===== src/rtl/uart_tx_buffer_pkg.sv =====
// Shared types and constants for the UART transmit buffer and its FIFO.
// The drain FSM states live here so that other blocks on the same link can decode them.
package uart_tx_buffer_pkg;

  localparam int unsigned UART_BYTE_W = 8;

  typedef enum logic [1:0] {
    TXB_IDLE,
    TXB_START,
    TXB_BUSY,
    TXB_GAP
  } txb_state_t;

  function automatic int unsigned fifo_depth(input int unsigned depth_log2);
    return 32'd1 << depth_log2;
  endfunction

endpackage


===== src/rtl/uart_tx_buffer_if.sv =====
// Start/active/done link between a byte source and uart_tx.
// The master launches bytes with a one-cycle start; the slave reports active and done.
interface uart_tx_buffer_if
  import uart_tx_buffer_pkg::*;
#(
  parameter int unsigned DATA_WIDTH = UART_BYTE_W
) ();

  logic [DATA_WIDTH-1:0] tx_data;
  logic                  tx_start;
  logic                  tx_active;
  logic                  tx_done;

  modport master (
    output tx_data,
    output tx_start,
    input  tx_active,
    input  tx_done
  );

  modport slave (
    input  tx_data,
    input  tx_start,
    output tx_active,
    output tx_done
  );

endinterface


===== src/rtl/uart_tx_buffer_sync_fifo.sv =====
// Single-clock byte FIFO with occupancy count and synchronous clear.
// A push is accepted when full only if a pop happens in the same cycle.
module uart_tx_buffer_sync_fifo
  import uart_tx_buffer_pkg::*;
#(
  parameter int unsigned DATA_WIDTH = UART_BYTE_W,
  parameter int unsigned DEPTH_LOG2 = 4
) (
  input  logic                  clk,
  input  logic                  rst_n,
  input  logic                  push,
  input  logic [DATA_WIDTH-1:0] push_data,
  input  logic                  pop,
  input  logic                  clear,
  output logic [DATA_WIDTH-1:0] head,
  output logic                  full,
  output logic                  empty,
  output logic [DEPTH_LOG2:0]   count,
  output logic                  push_ok,
  output logic                  pop_ok
);

  localparam int unsigned Depth = fifo_depth(DEPTH_LOG2);
  localparam logic [DEPTH_LOG2:0] FullCount = (DEPTH_LOG2 + 1)'(Depth);

  logic [DATA_WIDTH-1:0] mem_q [Depth];
  logic [DEPTH_LOG2-1:0] wr_ptr_q;
  logic [DEPTH_LOG2-1:0] rd_ptr_q;
  logic [DEPTH_LOG2:0]   count_q;

  assign full  = (count_q == FullCount);
  assign empty = (count_q == '0);
  assign count = count_q;
  assign head  = mem_q[rd_ptr_q];

  // Clear wins over both ports so a flushed FIFO is really empty afterwards.
  assign pop_ok  = pop && !empty && !clear;
  assign push_ok = push && !clear && (!full || pop_ok);

  always_ff @(posedge clk or negedge rst_n) begin
    if (!rst_n) begin
      wr_ptr_q <= '0;
      rd_ptr_q <= '0;
      count_q  <= '0;
    end else if (clear) begin
      wr_ptr_q <= '0;
      rd_ptr_q <= '0;
      count_q  <= '0;
    end else begin
      if (push_ok) begin
        wr_ptr_q <= wr_ptr_q + DEPTH_LOG2'(1);
      end
      if (pop_ok) begin
        rd_ptr_q <= rd_ptr_q + DEPTH_LOG2'(1);
      end
      case ({push_ok, pop_ok})
        2'b10:   count_q <= count_q + (DEPTH_LOG2 + 1)'(1);
        2'b01:   count_q <= count_q - (DEPTH_LOG2 + 1)'(1);
        default: count_q <= count_q;
      endcase
    end
  end

  // Storage needs no reset; the pointers define which entries are valid.
  always_ff @(posedge clk) begin
    if (push_ok) begin
      mem_q[wr_ptr_q] <= push_data;
    end
  end

  a_count_bound: assert property (@(posedge clk) disable iff (!rst_n) count_q <= FullCount);

endmodule


===== src/rtl/uart_tx_buffer.sv =====
// Byte FIFO plus drain engine feeding uart_tx over the start/active/done link.
// Handlers push at full clock rate; the FSM launches one byte per UART frame.
module uart_tx_buffer
  import uart_tx_buffer_pkg::*;
#(
  parameter int unsigned DATA_WIDTH = UART_BYTE_W,
  parameter int unsigned DEPTH_LOG2 = 4
) (
  input  logic                  clk_50mhz,
  input  logic                  reset,
  input  logic                  wr_en,
  input  logic [DATA_WIDTH-1:0] wr_data,
  input  logic                  flush,
  output logic                  full,
  output logic                  empty,
  output logic [DEPTH_LOG2:0]   count,
  output logic                  overflow,
  output logic                  idle,
  uart_tx_buffer_if.master      tx
);

  txb_state_t            state_q;
  logic [DATA_WIDTH-1:0] tx_data_q;
  logic                  tx_start_q;
  logic                  overflow_q;

  logic                  push;
  logic                  pop;
  logic                  push_ok;
  logic                  pop_ok;
  logic                  fifo_empty;
  logic [DATA_WIDTH-1:0] head;

  // A write coinciding with flush is discarded, and flush also holds off a launch.
  assign push = wr_en && !flush;
  assign pop  = (state_q == TXB_IDLE) && !tx.tx_active && !flush;

  uart_tx_buffer_sync_fifo #(
    .DATA_WIDTH (DATA_WIDTH),
    .DEPTH_LOG2 (DEPTH_LOG2)
  ) u_fifo (
    .clk       (clk_50mhz),
    .rst_n     (reset),
    .push      (push),
    .push_data (wr_data),
    .pop       (pop),
    .clear     (flush),
    .head      (head),
    .full      (full),
    .empty     (fifo_empty),
    .count     (count),
    .push_ok   (push_ok),
    .pop_ok    (pop_ok)
  );

  always_ff @(posedge clk_50mhz or negedge reset) begin
    if (!reset) begin
      overflow_q <= 1'b0;
    end else if (flush) begin
      overflow_q <= 1'b0;
    end else if (push && !push_ok) begin
      overflow_q <= 1'b1;
    end
  end

  // The frame already handed to uart_tx always runs to tx_done, even across a flush.
  always_ff @(posedge clk_50mhz or negedge reset) begin
    if (!reset) begin
      state_q    <= TXB_IDLE;
      tx_start_q <= 1'b0;
      tx_data_q  <= '0;
    end else begin
      tx_start_q <= 1'b0;
      case (state_q)
        TXB_IDLE: begin
          if (pop_ok) begin
            tx_data_q  <= head;
            tx_start_q <= 1'b1;
            state_q    <= TXB_START;
          end
        end
        TXB_START: begin
          state_q <= TXB_BUSY;
        end
        TXB_BUSY: begin
          if (tx.tx_done) begin
            state_q <= TXB_GAP;
          end
        end
        TXB_GAP: begin
          state_q <= TXB_IDLE;
        end
        default: begin
          state_q <= TXB_IDLE;
        end
      endcase
    end
  end

  assign empty       = fifo_empty;
  assign overflow    = overflow_q;
  assign idle        = fifo_empty && (state_q == TXB_IDLE);
  assign tx.tx_data  = tx_data_q;
  assign tx.tx_start = tx_start_q;

  a_start_in_start: assert property (@(posedge clk_50mhz) disable iff (!reset)
    tx_start_q |-> (state_q == TXB_START));

endmodule


===== src/flat_wrapper.sv =====
// flat-port wrapper written by rule: the top's interface ports become plain ports
module uart_tx_buffer_flat import uart_tx_buffer_pkg::*;
#(
  parameter int unsigned DATA_WIDTH = UART_BYTE_W,
  parameter int unsigned DEPTH_LOG2 = 4
)
  (clk_50mhz, reset, wr_en, wr_data, flush, full, empty, count, overflow, idle, tx_tx_data, tx_tx_start, tx_tx_active, tx_tx_done);
  uart_tx_buffer_if #(.DATA_WIDTH(DATA_WIDTH)) tx_i ();
  input  logic clk_50mhz;
  input  logic reset;
  input  logic wr_en;
  input  logic [DATA_WIDTH-1:0] wr_data;
  input  logic flush;
  output logic full;
  output logic empty;
  output logic [DEPTH_LOG2:0] count;
  output logic overflow;
  output logic idle;
  output wire logic [$bits(tx_i.tx_data)-1:0] tx_tx_data;
  output wire logic [$bits(tx_i.tx_start)-1:0] tx_tx_start;
  input wire logic [$bits(tx_i.tx_active)-1:0] tx_tx_active;
  input wire logic [$bits(tx_i.tx_done)-1:0] tx_tx_done;
  assign tx_tx_data = tx_i.tx_data;
  assign tx_tx_start = tx_i.tx_start;
  assign tx_i.tx_active = tx_tx_active;
  assign tx_i.tx_done = tx_tx_done;
  uart_tx_buffer #(.DATA_WIDTH(DATA_WIDTH), .DEPTH_LOG2(DEPTH_LOG2)) u_core (.clk_50mhz(clk_50mhz), .reset(reset), .wr_en(wr_en), .wr_data(wr_data), .flush(flush), .full(full), .empty(empty), .count(count), .overflow(overflow), .idle(idle), .tx(tx_i));
endmodule

===== config.mk =====
export PLATFORM = sky130hd
export DESIGN_NAME = uart_tx_buffer_flat
export DESIGN_NICKNAME = d
export VERILOG_FILES = /design/src/rtl/uart_tx_buffer_pkg.sv /design/src/rtl/uart_tx_buffer_if.sv /design/src/rtl/uart_tx_buffer_sync_fifo.sv /design/src/rtl/uart_tx_buffer.sv /design/src/flat_wrapper.sv
export SDC_FILE = /design/constraint.sdc
export NUM_CORES = 1
export LEC_CHECK = 0
export CAP_MARGIN = 40
export CORE_MARGIN = 2
export CORE_UTILIZATION = 56
export CTS_BUF_LIST = sky130_fd_sc_hd__clkbuf_4
export DETAILED_ROUTE_END_ITERATION = 7
export PLACE_DENSITY = 0.78
export SYNTH_ARGS = -nofsm -noshare
export SYNTH_HDL_FRONTEND = slang
export SYNTH_SLANG_ARGS = --single-unit

===== constraint.sdc =====
create_clock -name clk_50mhz -period 2.73 [get_ports clk_50mhz]
set_input_delay 0.4095 -clock clk_50mhz [delete_from_list [all_inputs] [get_ports clk_50mhz]]
set_output_delay 0.4095 -clock clk_50mhz [all_outputs]
set_load 0.05 [all_outputs]

==> results by group, run 1 <==
Status
  – Status: finished clean

Routing
  – Vias: 3318
  – Vias per Instance: 5.85
  – DRC Markers: 0
  – Initial DRC count: 275
  – Routed wire per std cell: 21.6 um
  – Remaining antenna violation count: 0
  – Total wire length: 12.2 mm
  – Drt first pass iters: 4

Worst setup path
  – Worst r2r src: u_core.u_fifo.count[3]$_DFFE_PN0P_
  – Setup CP Type: reg -> reg
  – R2R depth: 9
  – Reg2reg end: u_core.u_fifo.count[4]$_DFFE_PN0P_
  – Setup crit end kind: flip-flop
  – Crit. Startpoint: u_core.u_fifo.count[3]$_DFFE_PN0P_
  – Reg2Reg Setup Slack: 0.11 ns
  – CP max FO: 5
  – CP startpoint kind: flip-flop
  – Worst EP required: 3.17 ns
  – Critical path data arrival time: 3.07 ns

Floorplan
  – Die area: 12200 um^2
  – Die Wd: 110 um
  – Row count: 38
  – Num ports: 32
  – Initial Utilization: 0.581
  – Die H: 110 um
  – Core ar.: 10900 um^2

Power
  – P per Cell Area: 747 nW/um^2
  – Final Power: 5450 uW
  – Peak VDD IR: 0.653 mV
  – P_leak: 0.00252 uW

CTS
  – Num CTS Buffers: 17
  – CTS H-Tree Depth: 4
  – CTS Buffer Depth: 2
  – Root buffer cell: clkbuf_4
  – Total clock sinks: 153
  – CTS tree: built
  – Clk_lat worst skew: 0.52 ns
  – Clock slew at reported path FFs: 0.13 ns

STA
  – RSZ-0062 raised after global routing: false
  – Setup violations, final: 0
  – Period utilisation layout: 0.961
  – Worst rel slew slack: 0.571
  – Slew Limit Fails: 0
  – Fmax: 381 MHz
  – Slew at the pin closest to its max-slew limit: 0.644 ns
  – Fin. Hold Viols: 0
  – Min Clock Period, post-route: 2.62 ns
  – Worst Skew: 0.0188 ns

Run
  – MaxCap Viol Count: 0

Placed design
  – Placer Congestion: 0.778
  – Cell Area, Placed: 7030 um^2
  – I/O Buffers: 31
  – Detail Placement HPWL: 7.98 mm

GRT
  – Vias in the first global route: 3449
  – Total Routing Usage GR: 0.211
  – First-pass GRT wire length: 19.2 mm
  – Initial antenna violation count: 0
  – Largest net degree at the start of global routing: 36
  – Congestion Overflow GR: 0

Logic synthesis
  – Top post-synthesis cells by area: edfxtp_1 61%, mux4_2 11%, dfrtp_1 9.9%
  – Post-synthesis simple-gate area fraction: 0.0516
  – Synth cell types: 42
  – Seq/Total Area, Yosys: 0.704
  – XOR/XNOR Fraction of Synth Area: 0.00690
  – Post-synth EDFFs: 128
  – Post-Synthesis Cells: 350
  – Seq cells post-synth: 153
  – Compound-cell area share of the yosys netlist: 0.0406
  – Yosys top cell by area: edfxtp_1
  – Syn nets: 376
  – Mapped Avg Cell Area: 18.1 um^2
  – Mapped Area: 6350 um^2
  – Yosys top cell area share: 0.605
  – Largest family of logic cells by synthesized area: multiplexers
  – Yosys warns: 0
  – Post-Synth Adder-Cell Area: 0.0248
  – Async set-reset flop share out of synthesis: 0.163
  – Post-synthesis mux area share: 0.152
  – Synth Flop Type: edfxtp_1

Layout
  – Util after Layout: 0.667
  – # nets final: 440
  – Most frequent cells in the layout: 128 x edfxtp_1, 34 x buf_4, 32 x mux4_2, 28 x clkdlybuf4s50_1, 21 x dfrtp_1
  – Share of cells above drive strength 1: 0.272
  – Number of fillers in the final layout: 745
  – Most common cell after layout, fill and taps aside: edfxtp_1
  – Finished Cell Area: 7300 um^2
  – Ant diodes: 0
  – Synthesis-to-layout area growth: 15.0%

Min path
  – Hold Path Class: in -> async
-- flip-flops by register name, indices dropped and copies added (netlist names) --
register,flops
u_core.u_fifo.mem_q,128
u_core.tx.tx_data,8
u_core.u_fifo.count,5
u_core.u_fifo.rd_ptr_q,4
u_core.u_fifo.wr_ptr_q,4
u_core.state_q,2
u_core.overflow,1
u_core.tx.tx_start,1
-- how the worst max path moves through the flow --
stage,slack [ns],cells past startpoint,end
CTS,0.1,4,full
global route,0.01,9,u_core.u_fifo.count[4]$_DFFE_PN0P_
floorplan,-0.02,10,u_core.u_fifo.count[4]$_DFFE_PN0P_
finish,0.11,9,u_core.u_fifo.count[4]$_DFFE_PN0P_
detailed placement,0.02,11,u_core.u_fifo.count[4]$_DFFE_PN0P_
global placement,0.14,11,u_core.u_fifo.count[4]$_DFFE_PN0P_
-- what timing repair did --
| action | CTS | global route |
|---|---|---|
| endpoints found under the setup margin | 0 | 1 |
| setup buffers | 0 | 2 |
| hold endpoints to repair | 0 | 0 |
| gates resized for setup | 0 | 2 |
| hold buffers | 0 | 0 |
-- cell type report --
| class | instances | area [um^2] | share of cell area |
|---|---|---|---|
| Clock buffer | 19 | 143 | 0.0195 |
| Clock inverter | 13 | 101 | 0.0139 |
| Inverter | 14 | 52.6 | 0.00720 |
| Multi-Input combinational cell | 166 | 1820 | 0.249 |
| Sequential cell | 153 | 4470 | 0.613 |
| Tap cell | 140 | 175 | 0.0240 |
| Timing Repair Buffer | 62 | 536 | 0.0734 |
-- Yosys cell counts, drive strengths merged (3+ instances only) --
cell	count
edfxtp	128
nand2	9
nand3	3
mux2i	20
nor2	13
a31oi	4
clkbuf	9
and2	12
o221ai	8
and3	6
o21ai	3
buf	8
a21oi	3
xnor2	3
or2	3
nand2b	3
nor2b	5
mux4	32
inv	14
o211ai	3
ha	11
mux2	4
dfrtp	25
-- where the power goes --
part / internal (uW) / leakage [uW] / switching [uW]
sequential: 2660 / 0.00148 / 146
combinational: 610 / 0.000897 / 825
clock: 465 / 0.000149 / 747
total: 3730 / 0.00252 / 1720
-- metal layers --
metal | vias up | GRT usage | wire, um
met5 | - | 0 | 0
met1 | 1684 | 0.290 | 5180
met3 | 13 | 0.0543 | 782
met2 | 104 | 0.337 | 6100
li1 | 1517 | - | -
met4 | 0 | 0.0692 | 180
-- stage by stage --
stage | worst slack, ns | hold WS, ns | setup TNS (ns) | cells
after floorplan | -0.0163 | 0.114 | -0.0163 | 350
after global placement | 0.140 | 0.476 | 0 | 533
after detailed placement | 0.0247 | 0.497 | 0 | 533
after CTS | 0.0985 | 0.198 | 0 | 565
after global routing | 0.0136 | 0.196 | 0 | 567
final | 0.107 | 0.242 | 0 | 567
-- critical path, stage by stage, from the launching register on --
cell,delay [ns]
dfrtp_2,0.47
or4_4,0.57
o21ai_4,0.19
nor2_4,0.07
buf_4,0.15
ha_4,0.23
or2_4,0.26
o21a_1,0.13
o41a_1,0.32
a31oi_1,0.16
-- logic make-up (layout without fill, tap and decap cells) --
kind of cell | Yosys count | count (layout)
simple gates | 60 | 60
mux | 56 | 56
compound gates | 33 | 33
fa+ha+maj | 12 | 12
buf+inv | 31 | 108
flops | 153 | 153
xor+xnor | 5 | 5
No activity file was read; power rests on OpenSTA's default activity.
==> run 2, diff against run 1 <==
- CORE_ASPECT_RATIO: not set -> 0.75
- PLACE_DENSITY: 0.78 -> not set
- PLACE_DENSITY_LB_ADDON: not set -> 0.12
==> run 2 against run 1 <==
  * Largest cell class unchanged
  * Combinational power increased by 3%
  * Sequential power about the same
  * Critical path depth unchanged
  * Total power increased by 2.3%
  * Critical endpoint unchanged
  * Count of clock-buffer cells in the layout decreased by 1
  * Via count increased by 1.5%
==> results by group, run 2 (synthesis gave the netlist of run 1 again) <==
Placed design
  – Detail Placement HPWL: 8.31 mm
  – Cells after DPL: 535
  – I/O Buffers: 31
  – Placer Congestion: 0.810
  – Cell Area, Placed: 7060 um^2

GRT
  – Vias in the first global route: 3474
  – Largest net degree at the start of global routing: 26
  – Congestion Overflow GR: 0
  – First-pass GRT wire length: 19.4 mm
  – Total Routing Usage GR: 0.225
  – Initial antenna violation count: 0

Power
  – Peak VDD IR: 0.449 mV
  – P per Cell Area: 760 nW/um^2
  – P_leak: 0.00253 uW

Layout
  – Non-Filler Instances: 568
  – Most frequent cells in the layout: 128 x edfxtp_1, 34 x buf_4, 32 x mux4_2, 28 x clkdlybuf4s50_1, 21 x dfrtp_1
  – # nets final: 441
  – Most common cell after layout, fill and taps aside: edfxtp_1
  – Synthesis-to-layout area growth: 15.6%
  – Finished Cell Area: 7340 um^2
  – Share of cells above drive strength 1: 0.269
  – Ant diodes: 0
  – Max reg flops: 128
  – Biggest register: u_core.u_fifo.mem_q
  – Util after Layout: 0.668

STA
  – RSZ-0062 raised after global routing: false
  – Worst rel slew slack: 0.593
  – Slew Limit Fails: 0
  – Min Clock Period, post-route: 2.62 ns
  – Worst Skew: 0.0310 ns
  – Setup violations, final: 0
  – Setup TNS: 0 ns
  – Period utilisation layout: 0.959
  – Fmax: 382 MHz
  – Fin. Hold Viols: 0
  – Slew at the pin closest to its max-slew limit: 0.609 ns

Status
  – Status: finished clean

Floorplan
  – Die H: 96.2 um
  – Die area: 12200 um^2
  – Die Wd: 127 um
  – Core ar.: 11000 um^2
  – Row count: 33
  – Num ports: 32
  – Initial Utilization: 0.578

Worst setup path
  – Critical path data arrival time: 3.10 ns
  – CP startpoint kind: flip-flop
  – Critical path's top delay family: simple AND/OR/NAND/NOR gates
  – CP max stage delay: 0.58 ns
  – Setup CP Type: reg -> reg
  – Worst r2r src: u_core.u_fifo.count[3]$_DFFE_PN0P_
  – Reg2Reg Setup Slack: 0.11 ns
  – Worst-path cell with the longest stage delay: or4_4
  – Worst EP required: 3.21 ns
  – WP depth: 9
  – Reg2reg end: u_core.u_fifo.count[4]$_DFFE_PN0P_
  – Crit-path cells: or4_4 > o21ai_4 > nor2_4 > buf_4 > ha_4 > or2_4 > o21a_1 > o41a_1 > a31oi_1
  – R2R depth: 9
  – CP max FO: 5
  – Buf/Inv on CP: 1
  – Setup crit end kind: flip-flop

Min path
  – Hold Path Class: in -> async

Routing
  – Initial DRC count: 244
  – Drt first pass iters: 5
  – Vias: 3368
  – Routed wire per std cell: 22.0 um
  – DRC Markers: 0
  – Total wire length: 12.5 mm
  – Remaining antenna violation count: 0
  – Vias per Instance: 5.93

CTS
  – Clock slew at reported path FFs: 0.14 ns
  – CTS Buffer Depth: 2
  – Total clock sinks: 153
  – Root buffer cell: clkbuf_4
  – Clk_lat worst skew: 0.54 ns
  – Num CTS Buffers: 17
  – CTS tree: built
  – CTS H-Tree Depth: 4

Run
  – MaxCap Viol Count: 0
run 2: how the worst max path moves through the flow:
stage,from,end,slack [ns]
final,u_core.u_fifo.count[3]$_DFFE_PN0P_,u_core.u_fifo.count[4]$_DFFE_PN0P_,0.11
after global routing,u_core.u_fifo.count[3]$_DFFE_PN0P_,u_core.u_fifo.count[4]$_DFFE_PN0P_,0.004
after CTS,u_core.u_fifo.count[3]$_DFFE_PN0P_,full,0.08
after detailed placement,flush,u_core.u_fifo.count[4]$_DFFE_PN0P_,-0.008
after global placement,tx_tx_active,u_core.u_fifo.count[4]$_DFFE_PN0P_,0.1
after floorplan,u_core.u_fifo.count[2]$_DFFE_PN0P_,u_core.u_fifo.count[4]$_DFFE_PN0P_,-0.02
run 2: final cells by class:
class                   count  area (um^2)
well taps                 140          175
multi-input cells         166         1820
fillers                   763         3640
clock inverters            14          133
repair buffers             63          556
flip-flops and latches    153         4470
clock buffers              18          135
inverters                  14         52.6
run 2: per-layer routing:
metal,vias to the layer above,GRT usage,part of all wire,routed length [um]
li1,1519,-,-,-
met1,1749,0.333,0.46,5780
met2,91,0.343,0.46,5760
met3,9,0.0439,0.068,851
met4,0,0.0778,0.0097,121
met5,-,0,0,0
run 2: repair_timing:
item,in CTS,in global routing
setup endpoints to repair,0,2
hold buffers,0,0
setup buffers,0,1
gates resized for setup,0,2
run 2: per-stage QoR:
| step | hold WS, ns | power [uW] | setup slack, ns |
|---|---|---|---|
| global placement | 0.488 | 4280 | 0.0999 |
| CTS | 0.184 | 5600 | 0.0818 |
| finish | 0.211 | 5580 | 0.111 |
| detailed placement | 0.505 | 4310 | -0.00805 |
| floorplan | 0.114 | 3810 | -0.0163 |
| global route | 0.204 | 5840 | 0.00369 |
run 2: power by group:
group	leakage, uW	internal [uW]	switching [uW]
combinational	0.000905	623	864
clock	0.000152	544	765
sequential	0.00148	2660	122
